### config.mk
export PLATFORM = sky130hd
export DESIGN_NAME = data_mem_arbiter
export DESIGN_NICKNAME = d
export VERILOG_FILES = /design/src/rtl/data_mem_arbiter.sv
export SDC_FILE = /design/constraint.sdc
export NUM_CORES = 1
export LEC_CHECK = 0
export ABC_AREA = 1
export ABC_CLOCK_PERIOD_IN_PS = 8310
export BUFFER_PORTS_ARGS = -buffer_cell sky130_fd_sc_hd__buf_2
export CAP_MARGIN = 20
export CORE_AREA = 2 2 185 187
export DETAILED_ROUTE_END_ITERATION = 16
export DIE_AREA = 0 0 187 189
export PLACE_DENSITY = 0.41
export RECOVER_POWER = 25
export REMOVE_ABC_BUFFERS = 1
export SYNTH_ARGS = -nofsm -noshare
export SYNTH_HDL_FRONTEND = slang
export SYNTH_SLANG_ARGS = --single-unit
### constraint.sdc
create_clock -name clk_i -period 8.31 [get_ports clk_i]
set_input_delay 0.831 -clock clk_i [delete_from_list [all_inputs] [get_ports clk_i]]
set_output_delay 0.831 -clock clk_i [all_outputs]
set_load 0.05 [all_outputs]
### src/rtl/data_mem_arbiter.sv
// data_mem_arbiter
//
// Shares one single-port data memory between N_REQ requesters (index 0 is the
// main core, 1..N_REQ-1 are subcores). One access is granted per cycle using a
// round-robin scan that starts at rr_ptr_q. The winner drives the BRAM port in
// the same cycle as its grant. Reads are tracked by a MEM_LATENCY-deep
// {valid, id, oor} pipeline so that the memory output can be steered back to
// the owning requester once it arrives. Accesses beyond DEPTH are still
// granted and consumed, but they never reach the memory. They also set a
// sticky per-requester error flag, and reads of this kind return zero.
//
// Ports
//   clk_i       system clock
//   rst_ni      asynchronous active-low reset
//   req_i       per-requester request, payload held stable until granted
//   addr_i      per-requester word address, slice i = [i*32 +: 32]
//   din_i       per-requester write data, slice i = [i*32 +: 32]
//   we_i        per-requester byte write enables, slice i = [i*4 +: 4], 0 = read
//   gnt_o       one-hot combinational grant
//   rvalid_o    one-cycle read-data-valid pulse for the owning requester
//   rdata_o     shared read data bus, qualified by rvalid_o
//   addr_err_o  sticky out-of-range flag per requester
//   mem_en_o    memory enable
//   mem_addr_o  memory word address
//   mem_din_o   memory write data
//   mem_we_o    memory byte write enables
//   mem_dout_i  memory read data, valid MEM_LATENCY cycles after mem_en_o

module data_mem_arbiter #(
  parameter int unsigned N_REQ       = 5,
  parameter int unsigned DEPTH       = 120000,
  parameter int unsigned ADDR_W      = 17,
  parameter int unsigned MEM_LATENCY = 2
) (
  input  logic                clk_i,
  input  logic                rst_ni,
  input  logic [N_REQ-1:0]    req_i,
  input  logic [N_REQ*32-1:0] addr_i,
  input  logic [N_REQ*32-1:0] din_i,
  input  logic [N_REQ*4-1:0]  we_i,
  output logic [N_REQ-1:0]    gnt_o,
  output logic [N_REQ-1:0]    rvalid_o,
  output logic [31:0]         rdata_o,
  output logic [N_REQ-1:0]    addr_err_o,
  output logic                mem_en_o,
  output logic [ADDR_W-1:0]   mem_addr_o,
  output logic [31:0]         mem_din_o,
  output logic [3:0]          mem_we_o,
  input  logic [31:0]         mem_dout_i
);

  localparam int unsigned IdW = (N_REQ > 1) ? $clog2(N_REQ) : 1;

  // Round-robin pointer: index scanned first in the current cycle.
  logic [IdW-1:0] rr_ptr_q, rr_ptr_d;

  // Arbitration results.
  logic           win_found;
  logic [IdW-1:0] win_id;
  logic           grant_valid;
  int unsigned    scan_idx;

  // Payload of the winning requester.
  logic [31:0]    addr_w;
  logic [31:0]    din_w;
  logic [3:0]     we_w;
  logic           oor_w;
  logic           is_read_w;

  // Read return pipeline; stage 0 is loaded at the grant edge.
  logic [MEM_LATENCY-1:0] pipe_valid_q, pipe_valid_d;
  logic [MEM_LATENCY-1:0] pipe_oor_q, pipe_oor_d;
  logic [IdW-1:0]         pipe_id_q [MEM_LATENCY];
  logic [IdW-1:0]         pipe_id_d [MEM_LATENCY];

  logic           tail_valid;
  logic           tail_oor;
  logic [IdW-1:0] tail_id;

  logic [N_REQ-1:0] addr_err_q, addr_err_d;

  // --------------------------------------------------------------------------
  // Arbitration: scan ascending from rr_ptr_q with wrap, first request wins.
  // --------------------------------------------------------------------------
  always_comb begin
    win_found = 1'b0;
    win_id    = '0;
    scan_idx  = 0;
    for (int unsigned k = 0; k < N_REQ; k++) begin
      scan_idx = 32'(rr_ptr_q) + k;
      if (scan_idx >= N_REQ) begin
        scan_idx = scan_idx - N_REQ;
      end
      if (!win_found && req_i[scan_idx[IdW-1:0]]) begin
        win_found = 1'b1;
        win_id    = scan_idx[IdW-1:0];
      end
    end
  end

  // Grants are suppressed while reset is held, even though the scan is comb.
  assign grant_valid = rst_ni & win_found;

  always_comb begin
    gnt_o = '0;
    if (grant_valid) begin
      gnt_o[win_id] = 1'b1;
    end
  end

  // --------------------------------------------------------------------------
  // Winner payload mux and memory drive.
  // --------------------------------------------------------------------------
  always_comb begin
    addr_w = '0;
    din_w  = '0;
    we_w   = '0;
    for (int unsigned i = 0; i < N_REQ; i++) begin
      if (win_id == IdW'(i)) begin
        addr_w = addr_i[i*32 +: 32];
        din_w  = din_i[i*32 +: 32];
        we_w   = we_i[i*4 +: 4];
      end
    end
  end

  assign oor_w     = (addr_w >= DEPTH);
  assign is_read_w = (we_w == 4'b0000);

  assign mem_en_o   = grant_valid & ~oor_w;
  assign mem_addr_o = addr_w[ADDR_W-1:0];
  assign mem_din_o  = din_w;
  assign mem_we_o   = mem_en_o ? we_w : 4'b0000;

  // --------------------------------------------------------------------------
  // Pointer advance: the requester after the winner is scanned first next.
  // --------------------------------------------------------------------------
  always_comb begin
    rr_ptr_d = rr_ptr_q;
    if (grant_valid) begin
      rr_ptr_d = (win_id == IdW'(N_REQ - 1)) ? '0 : win_id + 1'b1;
    end
  end

  // --------------------------------------------------------------------------
  // Read return pipeline and sticky error flags.
  // --------------------------------------------------------------------------
  always_comb begin
    // Writes enter the pipeline as bubbles so they never produce rvalid.
    pipe_valid_d[0] = grant_valid & is_read_w;
    pipe_oor_d[0]   = oor_w;
    pipe_id_d[0]    = win_id;
    for (int unsigned s = 1; s < MEM_LATENCY; s++) begin
      pipe_valid_d[s] = pipe_valid_q[s-1];
      pipe_oor_d[s]   = pipe_oor_q[s-1];
      pipe_id_d[s]    = pipe_id_q[s-1];
    end
  end

  always_comb begin
    addr_err_d = addr_err_q;
    if (oor_w) begin
      addr_err_d = addr_err_q | gnt_o;
    end
  end

  always_ff @(posedge clk_i or negedge rst_ni) begin
    if (!rst_ni) begin
      rr_ptr_q     <= '0;
      pipe_valid_q <= '0;
      pipe_oor_q   <= '0;
      for (int unsigned s = 0; s < MEM_LATENCY; s++) begin
        pipe_id_q[s] <= '0;
      end
      addr_err_q   <= '0;
    end else begin
      rr_ptr_q     <= rr_ptr_d;
      pipe_valid_q <= pipe_valid_d;
      pipe_oor_q   <= pipe_oor_d;
      pipe_id_q    <= pipe_id_d;
      addr_err_q   <= addr_err_d;
    end
  end

  // --------------------------------------------------------------------------
  // Response: the tail stage lines up with mem_dout_i, so rvalid comes
  // straight from the tail flops and rdata is the memory output steered
  // through. Trapped reads return zero instead of whatever the memory shows.
  // --------------------------------------------------------------------------
  assign tail_valid = pipe_valid_q[MEM_LATENCY-1];
  assign tail_oor   = pipe_oor_q[MEM_LATENCY-1];
  assign tail_id    = pipe_id_q[MEM_LATENCY-1];

  always_comb begin
    rvalid_o = '0;
    if (tail_valid) begin
      rvalid_o[tail_id] = 1'b1;
    end
  end

  assign rdata_o    = (tail_valid && !tail_oor) ? mem_dout_i : 32'h0000_0000;
  assign addr_err_o = addr_err_q;

endmodule
======== Word-level counts from Yosys, hierarchy flattened ========
Index checks and enable logic that the tools add are counted.
storage, ports and cells
  register bits after elaboration ......... 18
  output and inout bits ................... 101
cells by class
  $add $sub $neg .......................... 10
  magnitude comparators ................... 15
  equal/unequal tests ..................... 4
  mux-type cells .......................... 49
  bitwise logic cells ..................... 5
  reductions and logical operators ........ 14
operator list
  cell                                                                  number
  2-to-1 mux 32 bit                                                     11
  2-to-1 mux 3 bit                                                      11
  greater-or-equal comparator 32 x 17 -> 1 bit (second input constant)  1
  less-than comparator 3 x 4 -> 1 bit (second input constant)           7
  2-to-1 mux 4 bit                                                      6
  greater-or-equal comparator 4 x 3 -> 1 bit (second input constant)    4
  binary-select mux 1 bit (select 3 bit)                                5
  subtractor 3 bit (second input constant)                              5
  2-to-1 mux 1 bit                                                      12
  2-to-1 mux 5 bit                                                      2
  adder 3 x 2 -> 4 bit (second input constant)                          2
  logical AND 1 bit                                                     7
  demux 1 bit (select 3 bit)                                            2
  == test 3 x 2 -> 1 bit (second input constant)                        2
  greater-or-equal comparator 3 x 1 -> 1 bit (second input constant)    2
  logical NOT 1 bit                                                     5
  bitwise OR 5 bit                                                      1
  adder 3 x 1 -> 4 bit (second input constant)                          1
  adder 3 x 3 -> 4 bit (second input constant)                          1
  logical NOT 4 bit                                                     1
  adder 3 x 1 -> 3 bit (second input constant)                          1
  AND 1 bit                                                             3
  == test 3 x 1 -> 1 bit (second input constant)                        1
  == test 3 bit (second input constant)                                 1
  other kinds (3)                                                       3

======== Logic depth before layout (Yosys ltp) ========
Gate-level depths: netlist of the first run.
  depth in word-level cells ............... 27
  depth in mapped cells ................... 40
  mapped depth without buffers ............ 38

======== Least setup slack after synthesis of the first run ========
Ideal clock, no wire load.
  path type ............................... flip-flop to output port
  from .................................... register rr_ptr_q[0]
  to ...................................... output mem_we_o[0]
  arrival time ............................ 4.992 ns
  required time ........................... 7.479 ns
  path slack .............................. 2.487 ns
  cell stages (with the launch flop) ...... 39
  path buffers ............................ 4
  cells stage by stage .................... dfrtp_1 > bufinv_8 > ha_1 > inv_1 > fa_1 > inv_2 > nand2_1 > nand2_1 > nand2_1 > nand2_1 > inv_2 > nand3_1 > nand2_1 > nand2_1 > nand2_1 > nor2_4 > nand3_2 > nand3_2 > (+3 left out) > buf_2 > ha_1 > inv_1 > buf_2 > nand2_1 > inv_1 > nand2_1 > nand2_1 > nand2_1 > nor2_1 > nand2_1 > nand2_1 > nand2_1 > nand2_1 > nand2_1 > nand2_2 > nand3_2 > nor2_1
between the ends
  longest elaborated chain between the ends .. 27
RTL lines
  element                                                        RTL line  RTL
  start, declared                                                55        logic [IdW-1:0] rr_ptr_q, rr_ptr_d;
  start signal, assigned                                         177       rr_ptr_q <= rr_ptr_d;
  branches (longest 16 deep; another with adder 3 x 1 -> 4 bit)  -
  2-to-1 mux 3 bit *                                             94        if (!win_found && req_i[scan_idx[IdW-1:0]]) begin
  logical NOT 3 bit                                              119       if (win_id == IdW'(i)) begin
  2-to-1 mux 32 bit (4 in series)                                119
  2-to-1 mux 32 bit *                                            119
  via mem_addr_o[8]                                              46        output logic [ADDR_W-1:0] mem_addr_o,
  greater-or-equal comparator 32 x 17 -> 1 bit *                 127       assign oor_w = (addr_w >= DEPTH);
  inverter 1 bit *                                               130       assign mem_en_o = grant_valid & ~oor_w;
  AND 1 bit *                                                    130
  2-to-1 mux 4 bit *                                             133       assign mem_we_o = mem_en_o ? we_w : 4'b0000;
  end, declared                                                  48        output logic [3:0] mem_we_o,
Mark *: on every way through the listed nets, which the timed path passes. The select of a mux whose other input is x is not followed.

==> results.sh, run 1 <==
export IMPL_final_cell_mix="buf_2 (468), nand2_1 (237), nor2_1 (146)"
export IMPL_drc=0
export IMPL_critPathRequiredTime_ns=7.48
export IMPL_layout_commonest_cell="buf_2"
export IMPL_ys_seq_area_share_pct=9.31
export IMPL_die_h_um=189
export IMPL_post_cts_buffers=0
export IMPL_antenna_found_initial=6
export IMPL_r2r_start="rr_ptr_q[0]"
export IMPL_drt_first_pass_iters=4
export IMPL_grt_pass1_vias=7564
export IMPL_dpl_cell_area_mm2=0.00755
export IMPL_fin_worst_skew_ns=0.00356
export IMPL_period_needed_ns=6.90
export IMPL_regToRegEndpoint="addr_err_o[0]"
export IMPL_ys_warn_count=0
export IMPL_grt_usage_pct=16.5
export IMPL_violations="max-capacitance violations, max-slew violations"
export IMPL_finalWirelength_mm=31.3
export IMPL_max_cap_viol_count=1
export IMPL_cp_max_fo=36
export IMPL_fin_area_mm2=0.00762
export IMPL_fin_tns_setup_ns=0
export IMPL_hold_path_class="flop to flop"
export IMPL_netlist_cell_type_count=47
export IMPL_worst_pin_slew_ns=1.64
export IMPL_finalCritPeriodShare_pct=83.0
export IMPL_end_kind="output port"
export IMPL_core_mm2=0.0333
export IMPL_max_freq_mhz=145
export IMPL_clk_pin_slew_ns=0.05
export IMPL_hold_viol=0
export IMPL_ioPinCount=480
export IMPL_cts_sinks=18
export IMPL_hold_buffers=0
export IMPL_ctsResizeCount=0
export IMPL_via_per_inst=4.40
export IMPL_portBuffers=479
export IMPL_start_util_pct=14.5
export IMPL_cts_max_level=1
export IMPL_syn_area_mm2=0.00484
export IMPL_slew_viol_final=33
export IMPL_ff_latch_area_um2=450
export IMPL_slew_headroom_pct=-9.33
export IMPL_reg2reg_depth=24
export IMPL_antenna_left=0
export IMPL_drive_above_1_share_pct=40.4
export IMPL_cp_startpoint="rr_ptr_q[0]"
export IMPL_arrival_ns=6.07
export IMPL_multi_input_area_mm2=0.00371
export IMPL_cts_root_buf="clkbuf_16"
export IMPL_reg2reg_slack_ns=2.71
export IMPL_drt_iter0_markers=348
export IMPL_dieArea_mm2=0.0353
export IMPL_syn_to_final_growth_pct=57.5
export IMPL_dp_hpwl_mm=25.8
export IMPL_fill_cells=3990
export IMPL_synth_seq_cells=18
export IMPL_endpoint="mem_we_o[2]"
export IMPL_synthCells=891
export IMPL_rows=67
export IMPL_status="finished with violations"
export IMPL_num_vias=7785
export IMPL_start_kind="flop"
export IMPL_nNetsFinal=1713
export IMPL_cts_buffer_depth=2
export IMPL_grt_pass1_wl_mm=45.4
export IMPL_syn_area_per_cell_um2=5.43
export IMPL_die_w_um=187
export IMPL_synthFlopType="dfrtp_1"
export IMPL_synth_edff_count=0
export IMPL_grt_ovfl_total=0
export IMPL_async_reset_ff_share_pct=100
export IMPL_clk_insertion_delay_late_ns=0.25
export IMPL_cts_tree="yes"
export IMPL_grt_max_degree=57
export IMPL_setup_viol=0
export IMPL_wl_per_cell_um=17.7
export IMPL_path_class="flop to output port"
export IMPL_place_gp_congestion=0.846
export IMPL_cts_buffers=3
export IMPL_grt_setup_unrepaired="false"
export IMPL_hold_path_depth=0
## cell families (layout without fill, tap and decap cells)
family / after synthesis / count (layout) / synth area share [%]
simple gates: 567 / 567 / 52.3
fa+ha+maj: 14 / 14 / 3.77
flops: 18 / 18 / 9.31
compound gates: 132 / 132 / 19.7
buf+inv: 158 / 585 / 14.4
other cells: 0 / 2 / 0
xor+xnor: 2 / 2 / 0.517
## stage by stage
| step | util [%] | hold WS (ns) | instances | worst slack, ns |
|---|---|---|---|---|
| floorplan | - | 0.331 | 826 | 0.582 |
| global placement | 22.7 | 0.334 | 1763 | 1.73 |
| detailed placement | 22.7 | 0.335 | 1763 | 1.67 |
| CTS | 22.9 | 0.346 | 1766 | 1.39 |
| global route | 22.9 | 0.355 | 1768 | 0.821 |
| finish | 22.9 | 0.347 | 1768 | 1.41 |
## routing by layer
layer  vias to the layer above  part of all wire [%]  track usage, %
met5                         -                  0.11               0
met4                         6                   2.6            4.46
met3                        38                   6.5            3.28
met2                       340                    48            28.6
met1                      3541                    43            20.7
li1                       3860                     -               -
## sequential cells by signal, summed over array words and instances (netlist names)
register	cells
addr_err_o	5
pipe_id_d	3
pipe_oor_q	2
pipe_valid_q	2
rr_ptr_q	3
tail_id	3
## area by class of cell
cell class / count / share of cell area [%]
multi-input cells: 715 / 48.6
diodes: 2 / 0.0657
inverters: 93 / 4.79
clock buffers: 3 / 0.985
repair buffers: 489 / 32.3
well taps: 448 / 7.36
flip-flops and latches: 18 / 5.91
## how the worst min path moves through the flow
stage | startpoint | end | slack [ns]
6_report | pipe_valid_q[0] | pipe_valid_q[1] | 0.35
5_1_grt | pipe_id_d[1] | tail_id[1] | 0.36
2_1_floorplan | pipe_oor_q[0] | pipe_oor_q[1] | 0.33
4_1_cts | pipe_oor_q[0] | pipe_oor_q[1] | 0.35
3_3_place_gp | pipe_oor_q[0] | pipe_oor_q[1] | 0.33
3_5_place_dp | pipe_oor_q[0] | pipe_oor_q[1] | 0.33
## critical path, cell delays in order (launching register included)
cell and delay [ns]:
dfrtp_1 0.75, bufinv_8 0.32, ha_1 0.22, ha_1 0.35, o21ai_1 0.19, nand3_2 0.16, nand2_2 0.12, nand2_1 0.05
nand3_1 0.06, nand2_1 0.09, a21oi_4 0.18, nand3_2 0.13, o211ai_1 0.50, inv_1 0.16, ha_1 0.40, nand2_2 0.26
buf_4 0.42, o22ai_1 0.15, a21oi_1 0.17, o211ai_1 0.11, o21ai_2 0.34, nand3_2 0.21, nor2_1 0.13, buf_2 0.27
## synth_stat cells, drive strengths merged, types with 2 or more instances
library cell    n  area [µm²]
buf            32         209
or2             6        37.5
o221ai         38         333
dfrtp          18         450
a31oi          41         257
o22ai           6        37.5
a21oi           7        53.8
nor4           13        81.3
o211ai         11        87.6
nand4          21         131
clkbuf         33         124
nor2          148         566
nor3            8        40.0
inv            92         348
nand3         111         598
a311oi          5        43.8
nand2         257        1050
ha             13         163
xor2            2        25.0
o21ai          21         116
Power of run 1 is left out: the tool's default activity adds up to more than one toggle a clock period on the data nets, which glitch-free logic cannot reach.
==> run 2, diff against run 1 <==
ABC_CLOCK_PERIOD_IN_PS = 7000   (was 8310)
clock period = 7 ns   (was 8.31 ns; I/O delays follow)
==> run 2 against run 1 <==
Against the previous run: the run still ends with max-capacitance violations, max-slew violations left; critical path depth is 9 higher; die area did not move; setup slack lost 0.72 ns; utilization rose by 0.20 points; clock skew down 0.0025 ns; wire length is 1.3% higher; final cell count is 0.34% higher; sequential share of layout area shrank 0.051 points; critical endpoint is now mem_we_o[3]; first-iteration DRC count rose by 18%.
==> results.sh, run 2 (synthesis gave the netlist of run 1 again) <==
export IMPL_status="finished with violations"
export IMPL_violations="max-capacitance violations, max-slew violations"
export IMPL_layoutNonFillerInstCount=1774
export IMPL_fin_util_pct=23.1
export IMPL_cts_buffers=3
export IMPL_dieArea_mm2=0.0353
export IMPL_cp_slowest_cell="nand2_4"
export IMPL_hold_path_depth=0
export IMPL_critical_path_depth=32
export IMPL_max_cap_viol_count=1
export IMPL_core_mm2=0.0333
export IMPL_cp_max_fo=62
export IMPL_wl_per_cell_um=17.9
export IMPL_finalWirelength_mm=31.7
export IMPL_cts_sinks=18
export IMPL_grt_setup_unrepaired="false"
export IMPL_grt_usage_pct=16.7
export IMPL_nNetsFinal=1717
export IMPL_via_per_inst=4.42
export IMPL_largest_reg_flops=5
export IMPL_crit_family="simple AND/OR/NAND/NOR gates"
export IMPL_drc=0
export IMPL_setup_viol=0
export IMPL_crit_buf_inv=6
export IMPL_slowest_delay_ns=0.48
export IMPL_layout_commonest_cell="buf_2"
export IMPL_grt_pass1_vias=7796
export IMPL_hold_viol=0
export IMPL_rows=67
export IMPL_grt_pass1_wl_mm=46.1
export IMPL_grt_util_met2_pct=29.4
export IMPL_cts_root_buf="clkbuf_16"
export IMPL_critPathRequiredTime_ns=6.30
export IMPL_finalHoldWorstSlack_ns=0.346
export IMPL_use_met1_pct=20.6
export IMPL_drt_first_pass_iters=5
export IMPL_cts_buffer_depth=2
export IMPL_period_needed_ns=6.32
export IMPL_drive_above_1_share_pct=40.7
export IMPL_place_gp_congestion=0.880
export IMPL_fin_area_mm2=0.00769
export IMPL_end_kind="output port"
export IMPL_clk_insertion_delay_late_ns=0.25
export IMPL_crit_top_cell="nand2_1"
export IMPL_dpl_cell_area_mm2=0.00758
export IMPL_finalCritPeriodShare_pct=90.2
export IMPL_dp_cells=1766
export IMPL_ioPinCount=480
export IMPL_use_met3_pct=4.06
export IMPL_start_util_pct=14.5
export IMPL_reg2reg_depth=36
export IMPL_slew_headroom_pct=-11.2
export IMPL_grt_ovfl_total=0
export IMPL_die_w_um=187
export IMPL_path_class="flop to output port"
export IMPL_max_freq_mhz=158
export IMPL_arrival_ns=5.62
export IMPL_hold_path_class="flop to flop"
export IMPL_drt_iter0_markers=412
export IMPL_clk_pin_slew_ns=0.05
export IMPL_hold_buffers=0
export IMPL_portBuffers=479
export IMPL_num_vias=7838
export IMPL_grt_busiest_layer="met2"
export IMPL_cts_max_level=1
export IMPL_die_h_um=189
export IMPL_slew_viol_final=33
export IMPL_grt_max_degree=63
export IMPL_final_cell_mix="buf_2 (468), nand2_1 (237), nor2_1 (146)"
export IMPL_antenna_found_initial=10
export IMPL_worst_pin_slew_ns=1.67
export IMPL_cts_tree="yes"
export IMPL_syn_to_final_growth_pct=58.8
export IMPL_start_kind="flop"
export IMPL_fin_worst_skew_ns=0.00104
export IMPL_antenna_left=0
export IMPL_dp_hpwl_mm=26.0
run 2: changes by cell type in the layout (fill, tap and decap cells not counted), sizes merged:
cell / delta
buf: +4
clkbuf: +1
diode: +1
run 2: repair_timing:
item,in CTS,in global routing
setup buffers,0,1
gates resized for setup,0,0
endpoints found under the setup margin,0,5
run 2: area by class of cell:
type                    count  area, µm²
fillers                  3963      25600
multi-input cells         715       3710
repair buffers            493       2510
well taps                 448        561
flip-flops and latches     18        450
inverters                  93        365
clock buffers               4       88.8
diodes                      3       7.51
run 2: final timing paths:
kind,slack (ns),from,end
worst min register to register,0.35,pipe_oor_q[0],pipe_oor_q[1]
worst min-delay path,0.35,pipe_oor_q[0],pipe_oor_q[1]
worst max register to register,1.75,rr_ptr_q[0],addr_err_o[1]
max in group asynchronous,5.71,rst_ni,pipe_id_d[1]
min in group asynchronous,0.64,rst_ni,addr_err_o[0]
worst max-delay path,0.68,rr_ptr_q[0],mem_we_o[3]
run 2: metal layers:
metal | wire length (µm) | share of wire [%]
met2 | 15100 | 48
met3 | 2430 | 7.7
met5 | 82 | 0.26
met4 | 658 | 2.1
met1 | 13400 | 42
run 2: stage by stage:
step | TNS, ns | setup WS, ns
global route | 0 | 0.0191
global placement | 0 | 0.877
finish | 0 | 0.685
detailed placement | 0 | 0.810
floorplan | -2.65 | -0.597
CTS | 0 | 0.527
Power of run 2 is left out for the same reason.
==> run 3, diff against run 2 <==
RECOVER_POWER = unset   (was 25)
==> run 3 against run 2 <==
Against the previous run: the run now ends clean; clock skew about the same; utilization about the same; via count about the same; register-to-register slack about the same; highest routed layer unchanged; final area increased by 0.18%; wire length fell by 0.11%.
==> results.sh, run 3 (synthesis gave the netlist of run 1 again) <==
export IMPL_slew_viol_final=0
export IMPL_status="completed"
export IMPL_fin_worst_skew_ns=0.00104
export IMPL_ctsResizeCount=0
export IMPL_rows=67
export IMPL_finalCritPeriodShare_pct=90.5
export IMPL_slew_headroom_pct=50.6
export IMPL_drc=0
export IMPL_slowest_delay_ns=0.48
export IMPL_crit_buf_inv=6
export IMPL_hold_viol=0
export IMPL_setup_viol=0
export IMPL_grt_setup_unrepaired="false"
export IMPL_grt_usage_pct=16.7
export IMPL_finalHoldWorstSlack_ns=0.346
export IMPL_hold_buffers=0
export IMPL_num_vias=7844
export IMPL_grt_ovfl_total=0
export IMPL_crit_family="simple AND/OR/NAND/NOR gates"
export IMPL_cp_slowest_cell="nand2_4"
export IMPL_cts_buffer_depth=2
export IMPL_clk_insertion_delay_late_ns=0.25
export IMPL_finalWirelength_mm=31.7
export IMPL_critPathRequiredTime_ns=6.30
export IMPL_dp_hpwl_mm=26.0
export IMPL_post_cts_buffers=0
export IMPL_die_h_um=189
export IMPL_fin_tns_setup_ns=0
export IMPL_cts_sinks=18
export IMPL_cts_tree="yes"
export IMPL_grt_pass1_wl_mm=46.1
export IMPL_max_cap_viol_count=0
export IMPL_grt_pass1_vias=7796
export IMPL_period_needed_ns=6.33
export IMPL_end_kind="output port"
export IMPL_syn_to_final_growth_pct=59.1
export IMPL_layout_commonest_cell="buf_2"
export IMPL_antenna_left=0
export IMPL_core_mm2=0.0333
export IMPL_fin_util_pct=23.1
export IMPL_cp_max_fo=62
export IMPL_largest_reg_flops=5
export IMPL_worst_pin_slew_ns=0.741
export IMPL_clk_pin_slew_ns=0.05
export IMPL_hold_path_class="flop to flop"
export IMPL_grt_max_degree=63
export IMPL_nNetsFinal=1717
export IMPL_cts_max_level=1
export IMPL_arrival_ns=5.63
export IMPL_ioPinCount=480
export IMPL_path_class="flop to output port"
export IMPL_portBuffers=479
export IMPL_dieArea_mm2=0.0353
export IMPL_start_util_pct=14.5
export IMPL_cts_root_buf="clkbuf_16"
export IMPL_antenna_found_initial=10
export IMPL_cts_buffers=3
export IMPL_drt_first_pass_iters=5
export IMPL_place_gp_congestion=0.880
export IMPL_drt_iter0_markers=421
export IMPL_start_kind="flop"
export IMPL_drive_above_1_share_pct=41.6
export IMPL_crit_top_cell="nand2_1"
export IMPL_wl_per_cell_um=17.9
export IMPL_final_cell_mix="buf_2 (479), nand2_1 (237), nor2_1 (146)"
export IMPL_die_w_um=187
export IMPL_max_freq_mhz=158
export IMPL_via_per_inst=4.42
[run 3: final timing paths]
path                            cells after the start           from             to  slack [ns]
worst max-delay path                               32    rr_ptr_q[0]    mem_we_o[3]        0.67
worst min-delay path                                0  pipe_oor_q[0]  pipe_oor_q[1]        0.35
worst max register to register                     36    rr_ptr_q[0]  addr_err_o[1]        1.74
worst min register to register                      0  pipe_oor_q[0]  pipe_oor_q[1]        0.35
max in group asynchronous                           1         rst_ni   pipe_id_d[1]        6.29
min in group asynchronous                           1         rst_ni  addr_err_o[0]        0.40
[run 3: per-layer routing]
layer	wire length, µm	vias up	global-route usage, %	part of all wire [%]
met1	13400	3557	20.6	42
met5	82	-	0	0.26
met4	676	12	3.27	2.1
met3	2430	46	4.06	7.7
li1	-	3871	-	-
met2	15100	358	29.4	48
[run 3: cell type report]
class	count	area, µm²
Fill cell	3958	25600
Multi-Input combinational cell	715	3710
Timing Repair Buffer	493	2520
Tap cell	448	561
Sequential cell	18	450
Inverter	93	365
Clock buffer	4	88.8
Antenna cell	3	7.51
[run 3: per-stage QoR]
stage | area (µm²) | worst slack (ns) | cells
2_1_floorplan | 4510 | -0.597 | 826
3_3_place_gp | 7580 | 0.877 | 1766
3_5_place_dp | 7580 | 0.810 | 1766
4_1_cts | 7670 | 0.527 | 1770
5_1_grt | 7700 | 0.0191 | 1772
6_report | 7700 | 0.668 | 1774
Power of run 3 is left out for the same reason.
